## src/rtl/bullet_pool.sv

```systemverilog
// bullet_pool: per-player projectile manager with NUM_SLOTS bullets.
// Each slot is either idle or in flight; accepted fires take the lowest idle
// slot, frame ticks advance every flying bullet by STEP_X, and bullets retire
// on leaving [X_MIN, X_MAX] or on an external hit.
// Optional build macro BULLET_POOL_STATS_EN adds saturating 16-bit counters
// for accepted fires and bound exits.
module bullet_pool #(
   parameter int unsigned NUM_SLOTS = 4,
   parameter int unsigned X_WIDTH   = 12,
   parameter int unsigned Y_WIDTH   = 11,
   parameter int unsigned STEP_X    = 6,
   parameter int unsigned DIR_RIGHT = 1,
   parameter int          X_MIN     = -640,
   parameter int          X_MAX     = 639,
   parameter int unsigned COOLDOWN  = 8
) (
   input  logic                               i_clk,
   input  logic                               i_rst_n,
   input  logic                               i_frame_tick,
   input  logic                               i_fire_valid,
   output logic                               o_fire_ready,
   input  logic [X_WIDTH-1:0]                 i_fire_x,
   input  logic [Y_WIDTH-1:0]                 i_fire_y,
   input  logic [NUM_SLOTS-1:0]               i_hit,
   output logic [NUM_SLOTS-1:0]               o_active,
   output logic [NUM_SLOTS*X_WIDTH-1:0]       o_x,
   output logic [NUM_SLOTS*Y_WIDTH-1:0]       o_y,
   output logic [$clog2(NUM_SLOTS+1)-1:0]     o_count
`ifdef BULLET_POOL_STATS_EN
   ,
   output logic [15:0]                        o_fired_cnt,
   output logic [15:0]                        o_expired_cnt
`endif
);

   localparam int unsigned CNT_W = $clog2(NUM_SLOTS + 1);
   localparam int unsigned CD_W  = (COOLDOWN > 0) ? $clog2(COOLDOWN + 1) : 1;
   localparam logic signed [X_WIDTH:0] XMAX_E = (X_WIDTH+1)'(X_MAX);
   localparam logic signed [X_WIDTH:0] XMIN_E = (X_WIDTH+1)'(X_MIN);
   localparam logic signed [X_WIDTH:0] STEP_E = (X_WIDTH+1)'(STEP_X);

   logic [NUM_SLOTS-1:0]              active_q, active_d;
   logic [NUM_SLOTS-1:0][X_WIDTH-1:0] x_q, x_d;
   logic [NUM_SLOTS-1:0][Y_WIDTH-1:0] y_q, y_d;
   logic [CNT_W-1:0]                  cnt_q, cnt_d;
   logic [CD_W-1:0]                   cool_q, cool_d;
   logic [CNT_W-1:0]                  exp_num;
   logic signed [X_WIDTH:0]           nx;
   logic [NUM_SLOTS-1:0]              free_c;
   logic [NUM_SLOTS-1:0]              free_sel_c;
   logic                              fire_acc_c;

   // Fire handshake: lowest idle slot, only when cooldown has elapsed.
   assign free_c       = ~active_q;
   assign free_sel_c   = free_c & (active_q + NUM_SLOTS'(1));
   assign o_fire_ready = (|free_c) && (cool_q == '0);
   assign fire_acc_c   = i_fire_valid && o_fire_ready;

   assign o_active = active_q;
   assign o_x      = x_q;
   assign o_y      = y_q;
   assign o_count  = cnt_q;

   // Next-state for slots, occupancy count and cooldown.
   always_comb begin
      active_d = active_q;
      x_d      = x_q;
      y_d      = y_q;
      cool_d   = cool_q;
      cnt_d    = '0;
      exp_num  = '0;
      nx       = '0;
      for (int k = 0; k < int'(NUM_SLOTS); k++) begin
         if (active_q[k]) begin
            if (i_hit[k]) begin
               active_d[k] = 1'b0;
            end else if (i_frame_tick) begin
               nx = {x_q[k][X_WIDTH-1], x_q[k]};
               nx = (DIR_RIGHT != 0) ? (nx + STEP_E) : (nx - STEP_E);
               if ((nx > XMAX_E) || (nx < XMIN_E)) begin
                  active_d[k] = 1'b0;
                  exp_num     = exp_num + CNT_W'(1);
               end else begin
                  x_d[k] = nx[X_WIDTH-1:0];
               end
            end
         end else if (fire_acc_c && free_sel_c[k]) begin
            active_d[k] = 1'b1;
            x_d[k]      = i_fire_x;
            y_d[k]      = i_fire_y;
         end
      end
      for (int k = 0; k < int'(NUM_SLOTS); k++) begin
         cnt_d = cnt_d + CNT_W'(active_d[k]);
      end
      if (fire_acc_c) begin
         cool_d = CD_W'(COOLDOWN);
      end else if (i_frame_tick && (cool_q != '0)) begin
         cool_d = cool_q - CD_W'(1);
      end
   end

   // Slot, count and cooldown registers.
   always_ff @(posedge i_clk) begin
      if (!i_rst_n) begin
         active_q <= '0;
         x_q      <= '0;
         y_q      <= '0;
         cnt_q    <= '0;
         cool_q   <= '0;
      end else begin
         active_q <= active_d;
         x_q      <= x_d;
         y_q      <= y_d;
         cnt_q    <= cnt_d;
         cool_q   <= cool_d;
      end
   end

`ifdef BULLET_POOL_STATS_EN
   logic [15:0] fired_q, fired_d;
   logic [15:0] expired_q, expired_d;
   logic [16:0] exp_sum;

   // Saturating statistics: accepted fires and bound exits.
   always_comb begin
      fired_d = fired_q;
      if (fire_acc_c && (fired_q != 16'hFFFF)) begin
         fired_d = fired_q + 16'd1;
      end
      exp_sum   = 17'(expired_q) + 17'(exp_num);
      expired_d = exp_sum[16] ? 16'hFFFF : exp_sum[15:0];
   end

   // Statistics registers.
   always_ff @(posedge i_clk) begin
      if (!i_rst_n) begin
         fired_q   <= '0;
         expired_q <= '0;
      end else begin
         fired_q   <= fired_d;
         expired_q <= expired_d;
      end
   end

   assign o_fired_cnt   = fired_q;
   assign o_expired_cnt = expired_q;
`else
   logic unused_exp_num;
   assign unused_exp_num = ^exp_num;
`endif

endmodule

```

## config.mk

```make
export PLATFORM = sky130hd
export DESIGN_NAME = bullet_pool
export DESIGN_NICKNAME = d
export VERILOG_FILES = /design/src/rtl/bullet_pool.sv
export SDC_FILE = /design/constraint.sdc
export NUM_CORES = 1
export LEC_CHECK = 0
export ABC_AREA = 1
export CAP_MARGIN = 20
export CORE_UTILIZATION = 45
export CTS_BUF_LIST = sky130_fd_sc_hd__clkbuf_16
export DETAILED_ROUTE_END_ITERATION = 16
export PLACE_DENSITY = 0.73
export SLEW_MARGIN = 20
export SYNTH_ARGS = -nofsm -noshare
export SYNTH_HDL_FRONTEND = slang
export SYNTH_SLANG_ARGS = --single-unit
```

## constraint.sdc

```tcl
create_clock -name i_clk -period 3.86 [get_ports i_clk]
set_input_delay 0.579 -clock i_clk [delete_from_list [all_inputs] [get_ports i_clk]]
set_output_delay 0.579 -clock i_clk [all_outputs]
set_load 0.005 [all_outputs]
```

==> key figures, run 1 <==
Outcome
  • Status: finished clean

Min path
  • Min-Delay Endpoint: o_y[14]
  • Hold depth: 2
  • Hold wc startpoint: o_y[14]
  • Worst Hold Class: flop to flop

Synth
  • Sequential area share after synthesis: a little over a third
  • Synth Net Count: 929
  • Avg Cell Area, Syn: 6.42 sq um
  • Synth Instances: 885
  • Synthesis Warnings: 0
  • Mapped cell area: 5690 sq um
  • Synth cell types: 35
  • Flip-flop and latch count after synthesis: just over 100

Detailed routing
  • Routed vias: 5753
  • DRC violations left: 0
  • Post-Route WL: about 16000 um
  • Post-DR wirelength/cell: about 14 um
  • Vias per cell: 4.90
  • Drt pass-1 iters: 8
  • Iter 0 DRT Violations: 346
  • Antenna Nets Post-Route: 0

Clock network
  • CTS Root Cell: clkbuf_16
  • Post-CTS setup buffers: 0
  • Max Root-Sink Buffers: 2
  • Clk Latency, worst-skew pair: around 0.36 ns
  • # H-tree levels: 3
  • CTS tree: done
  • Sink Count: 103
  • CTS buffer count: 9
  • Post-cts resize count: 0
  • Clk slew on worst S/H paths: 0.07 ns
  • Hold-fix buffers, CTS: 0

Global routing
  • First-pass GRT wire length: 25600 um
  • Gr ovfl total: 0
  • Number of global-route vias before repair: 5077
  • Initial antenna violation count: 0
  • Largest net degree at the start of global routing: 47
  • Tot GR Track Use: between 20% and 30%

Worst setup path
  • Reg2Reg Depth: 17
  • Startpoint Class: flop
  • Setup CP Type: flop to flop
  • CP endpoint kind: flop
  • CP max FO: 6
  • Reg-to-reg endpoint: o_count[1]
  • R2R setup slack: roughly 0.62 ns
  • Worst EP required: 4.12 ns
  • Worst reg2reg startpoint: o_x[13]
  • Critical path arrival: 3.50 ns

Die
  • Chip width: 114 um
  • Die ar.: 13100 sq um
  • Initial Util: roughly 47%
  • IO Count: 131
  • Die outline height: approximately 110 um
  • Rows: 40
  • Core Region: 12200 sq um

Placed design
  • Buffers on Ports: 130
  • Gpl congestion: approximately 0.88
  • Placed insts: 1158
  • Post-DP HPWL: 11700 um

Timing
  • Pin slew with the least headroom to its limit: 0.734 ns
  • Crit path time final: 3.24 ns
  • Final Cycle Share: 83.9%
  • Final setup vio count: 0
  • Unrepaired setup endpoints after global routing: false
  • Hold Fails Final Rpt: 0
  • Max-slew violations: 0
  • FMAX: 309 MHz
  • Worst Skew: 0.0105 ns
  • TNS Setup: 0 ns
  • Max-Slew Margin vs Limit: 51.0%

Cells and area
  • N_diodes: 0
  • Non-Filler Instances: 1174
  • Synth-to-layout area growth: 29.5%
  • Post-Route Utilization: 60.6%
  • Layout cells sized above 1: 5.77%
  • Final nets: 1045

Power
  • Leakage: 3.09 nW
  • Power per cell area: 465 nW/um^2
  • VDD IR max: 0.323 mV

Flow run
  • Max Cap Violations: 0
==> cells in the mapped netlist (all sizes together) <==
library cell	n	area share [%]
o21bai	2	0.26
inv	97	6.4
nor3	10	1.1
o21ai	92	8.2
fa	1	0.35
or2	5	0.55
o21a	2	0.26
nor2	155	11
nand3	44	4.0
nand4	9	0.99
a21oi	55	5.0
buf	11	1.6
nand3b	5	0.66
clkinv	2	0.13
nand2	237	16
clkbuf	23	1.5
ha	12	2.6
o22ai	2	0.33
mux2i	1	0.18
xor2	11	1.7
dfxtp	103	36
xnor2	6	0.92
==> flip-flops by register name (all words and copies together), names as in the netlist <==
name	count
cool_q	4
o_y	44
o_x	48
o_active	4
o_count	3
==> worst max path at each step <==
stage | startpoint | end | slack [ns] | depth (start not counted)
2_1_floorplan | o_x[13] | o_count[1] | 0.92 | 17
3_3_place_gp | o_x[13] | o_count[1] | 0.78 | 17
3_5_place_dp | o_x[13] | o_count[1] | 0.64 | 17
4_1_cts | o_x[13] | o_count[1] | 0.62 | 17
5_1_grt | o_x[13] | o_count[1] | 0.28 | 17
6_report | o_x[13] | o_count[1] | 0.62 | 17
==> cell usage in the layout (no fill, tap or decap) <==
cell and instances:
ha_1 12, dfxtp_1 103, a21oi_1 53, o21ai_0 89
inv_6 3, nor3_2 3, buf_4 9, mux2i_1 1
xor2_1 11, nor2_4 1, clkinv_4 2, o21ai_1 2
clkinvlp_4 1, or2_2 5, nor3_1 7, nand2_4 2
nand3b_1 5, nand4_1 9, o21ai_2 1, o21bai_1 2
nand2_1 225, fa_1 1, nand3_1 42, clkinv_1 3
o22ai_2 1, nor2_1 149, nor2_2 5, nand2_2 10
inv_2 1, o22ai_1 1, clkbuf_16 9, o21a_1 2
inv_1 96, buf_2 1, clkdlybuf4s50_1 129, nand3_2 2
xnor2_1 6, a21oi_2 2
==> power breakdown <==
group          switching (W)  internal (W)  leakage (nW)
Clock               0.000443      0.000445         0.134
Sequential          0.000143       0.00123         0.836
Combinational       0.000622      0.000543          2.12
Total                0.00121       0.00222          3.09
==> area by class of cell <==
class,instances,area [sq um]
Multi-Input combinational cell,649,3080
Clock buffer,9,225
Tap cell,168,210
Clock inverter,7,55.1
Sequential cell,103,2060
Fill cell,1167,4800
Timing Repair Buffer,139,1360
Inverter,99,372
==> metrics by stage <==
step / cell area, sq um / hold WS (ns) / setup slack, ns / power (W)
6_report: 7360 / 0.446 / 0.621 / 0.00343
5_1_grt: 7360 / 0.466 / 0.285 / 0.00366
4_1_cts: 7360 / 0.448 / 0.618 / 0.00344
3_5_place_dp: 7080 / 0.438 / 0.643 / 0.00255
3_3_place_gp: 7080 / 0.432 / 0.785 / 0.00253
2_1_floorplan: 5690 / 0.440 / 0.916 / 0.00205
==> worst max-delay path: stages, from the launching register on <==
cell	delay, ns
dfxtp_1	0.41
inv_1	0.09
ha_1	0.22
nand3b_1	0.21
nor2_2	0.12
nand2_1	0.10
nor2_2	0.15
xor2_1	0.24
nand2_1	0.08
nand3b_1	0.11
nand2_2	0.07
o21ai_0	0.24
nand2_1	0.11
fa_1	0.44
ha_1	0.20
ha_1	0.27
nand2_1	0.06
inv_1	0.04
==> logic make-up (layout without fill, tap and decap cells) <==
| family | count (synthesis) | after routing | synth area share, % |
|---|---|---|---|
| and+or+nand+nor | 465 | 465 | 34.3 |
| AOI/OAI and AO/OA | 153 | 153 | 14.0 |
| buffers and inverters | 133 | 254 | 9.62 |
| DFF | 103 | 103 | 36.3 |
| xor gates and xnor gates | 17 | 17 | 2.62 |
| adders and majority gates | 13 | 13 | 2.99 |
| muxes | 1 | 1 | 0.176 |
==> per-layer routing <==
metal  track usage, %  part of all wire (%)  vias to the layer above
met1             32.5                    46                     2559
met4             9.26                   1.7                        0
met5                0                     0                        -
li1                 -                     -                     3025
met2             40.4                    45                      154
met3             6.83                   7.3                       15
Note: power is estimated with default switching activity, not from simulation.
==> run 2, diff against run 1 <==
Clock period 3.86 ns to 3 ns, I/O delays scaled along.
==> run 2 against run 1 <==
Net effect: core utilization rose by 2.0 points; sequential power grew 27%; final area is 3.2% higher; via count rose by 2.4%; critical path type unchanged.
==> key figures, run 2 (synthesized netlist as in run 1, its figures left out) <==
Outcome
  • Status: finished clean (unchanged)

Worst setup path
  • CP endpoint kind: flop (unchanged)
  • Startpoint Class: flop (unchanged)
  • Worst EP required: 3.30 ns (was 4.12 ns)
  • Critical Path Sink: o_count[1] (unchanged)
  • Worst reg2reg startpoint: o_x[14] (was o_x[13])
  • CP Launch Point: o_x[14] (was o_x[13])
  • Critical path arrival: 3.27 ns (was 3.50 ns)
  • Reg2Reg Depth: 19 (was 17)
  • Setup CP Type: flop to flop (unchanged)
  • Reg-to-reg endpoint: o_count[1] (unchanged)
  • R2R setup slack: 0.03 ns (was 0.62 ns)
  • CP max FO: 3 (was 6)

Cells and area
  • Final nets: 1067 (was 1045)
  • Commonest non-fill, non-tap cells in the layout: nand2_1, nor2_1, clkdlybuf4s50_1, dfxtp_1, inv_1 (unchanged)
  • Synth-to-layout area growth: 33.7% (was 29.5%)
  • Final Cell Area: 7600 sq um (was 7360 sq um)
  • N_diodes: 0 (unchanged)
  • Non-Filler Instances: 1194 (was 1174)
  • Layout cells sized above 1: 9.36% (was 5.77%)
  • Post-Route Utilization: 62.5% (was 60.6%)
  • Max reg flops: 48 (unchanged)
  • Commonest non-fill, non-tap cell in the layout: nand2_1 (unchanged)

Detailed routing
  • DRC violations left: 0 (unchanged)
  • Post-Route WL: 16600 um (was 16000 um)
  • Iter 0 DRT Violations: 487 (was 346)
  • Post-DR wirelength/cell: 13.9 um (was 13.6 um)
  • Vias per cell: 4.93 (was 4.90)
  • Drt pass-1 iters: 5 (was 8)
  • Routed vias: 5890 (was 5753)
  • Antenna Nets Post-Route: 0 (unchanged)

Timing
  • Worst hold slack: 0.405 ns (was 0.446 ns)
  • Hold Fails Final Rpt: 0 (unchanged)
  • TNS Setup: 0 ns (unchanged)
  • Crit path time final: 2.97 ns (was 3.24 ns)
  • Final Cycle Share: 99.0% (was 83.9%)
  • Worst Skew: 0.00489 ns (was 0.0105 ns)
  • FMAX: 337 MHz (was 309 MHz)
  • Max-Slew Margin vs Limit: 48.8% (was 51.0%)
  • Max-slew violations: 0 (unchanged)
  • Final setup vio count: 0 (unchanged)
  • Pin slew with the least headroom to its limit: 0.768 ns (was 0.734 ns)
  • Unrepaired setup endpoints after global routing: true (was false)

Die
  • Initial Util: 46.7% (unchanged)
  • Rows: 40 (unchanged)
  • IO Count: 131 (unchanged)
  • Core Region: 12200 sq um (unchanged)
  • Die ar.: 13100 sq um (unchanged)
  • Die outline height: 114 um (unchanged)
  • Chip width: 114 um (unchanged)

Clock network
  • Sink Count: 103 (unchanged)
  • CTS buffer count: 9 (unchanged)
  • Clk Latency, worst-skew pair: 0.36 ns (about the same)
  • CTS tree: done (unchanged)
  • Max Root-Sink Buffers: 2 (unchanged)
  • Clk slew on worst S/H paths: 0.07 ns (about the same)
  • # H-tree levels: 3 (unchanged)
  • CTS Root Cell: clkbuf_16 (unchanged)

Global routing
  • First-pass GRT wire length: 26600 um (was 25600 um)
  • Initial antenna violation count: 0 (unchanged)
  • Tot GR Track Use: 26.2% (was 25.2%)
  • Largest net degree at the start of global routing: 50 (was 47)
  • Number of global-route vias before repair: 5355 (was 5077)
  • Gr ovfl total: 0 (unchanged)

Power
  • Power per cell area: 586 nW/um^2 (was 465 nW/um^2)
  • VDD IR max: 0.644 mV (was 0.323 mV)
  • Leakage: 3.21 nW (was 3.09 nW)

Placed design
  • Gpl congestion: 0.887 (was 0.883)
  • Placed insts: 1175 (was 1158)
  • Placed standard-cell area: 7210 sq um (was 7080 sq um)
  • Buffers on Ports: 130 (unchanged)
  • Post-DP HPWL: 12000 um (was 11700 um)

Flow run
  • Max Cap Violations: 0 (unchanged)

Min path
  • Worst Hold Class: primary input to flop (was flop to flop)
## run 2: changes by cell type in the layout (fill, tap and decap cells not counted), sizes merged
cell,change
buf,+22
inv,-2
clkinvlp,-1
clkinv,+1
## run 2: layout make-up
| class | count | area (sq um) |
|---|---|---|
| Clock buffer | 9 | 225 |
| Timing Repair Buffer | 161 | 1530 |
| Fill cell | 1146 | 4560 |
| Clock inverter | 5 | 35.0 |
| Tap cell | 168 | 210 |
| Inverter | 99 | 372 |
| Sequential cell | 103 | 2060 |
| Multi-Input combinational cell | 649 | 3170 |
## run 2: metal layers
layer | GRT usage (%) | vias up | wire length [um]
met3 | 9.21 | 29 | 1280
met1 | 32.0 | 2634 | 7420
met5 | 0 | - | 0
met2 | 42.3 | 171 | 7380
met4 | 10.3 | 0 | 520
li1 | - | 3056 | -
## run 2: timing repair
action / 4_1_cts / 5_1_grt
setup endpoints to repair: 2 / 3
buffers inserted: 0 / 5
hold buffers: 0 / 0
resized for setup: 3 / 20
pin swaps: 0 / 9
## run 2: stage by stage
stage                     power [W]  worst slack [ns]
after CTS                   0.00442           0.00649
after floorplan             0.00263            0.0556
after global placement      0.00330            0.0360
after global routing        0.00477            -0.120
after detailed placement    0.00332            -0.115
final                       0.00446            0.0308
## run 2: worst min-delay path by stage
stage	end	slack [ns]	from	depth (start not counted)
6_report	o_y[19]	0.41	i_rst_n	3
3_3_place_gp	o_y[11]	0.43	o_y[11]	2
3_5_place_dp	o_y[11]	0.43	o_y[11]	2
5_1_grt	o_y[19]	0.40	i_rst_n	3
2_1_floorplan	o_y[18]	0.44	o_y[18]	2
4_1_cts	o_y[27]	0.40	i_rst_n	3
## run 2: where the power goes
part / leakage (nW) / switching (W) / internal, W
Clock: 0.129 / 0.000533 / 0.000555
Combinational: 2.25 / 0.000861 / 0.000763
Sequential: 0.837 / 0.000162 / 0.00158
## run 2: worst max-delay path, stage by stage, from the launching register on
cell      delay [ns]
dfxtp_2         0.34
inv_2           0.05
ha_4            0.15
nand3b_1        0.19
nor2_2          0.15
nand2_2         0.09
nor2_4          0.16
xor2_2          0.09
buf_4           0.14
inv_2           0.03
nand2_1         0.04
nand2_1         0.06
nand2_2         0.06
o21ai_2         0.16
nand2_1         0.09
fa_1            0.53
ha_4            0.19
ha_4            0.26
nand2_2         0.04
inv_1           0.06
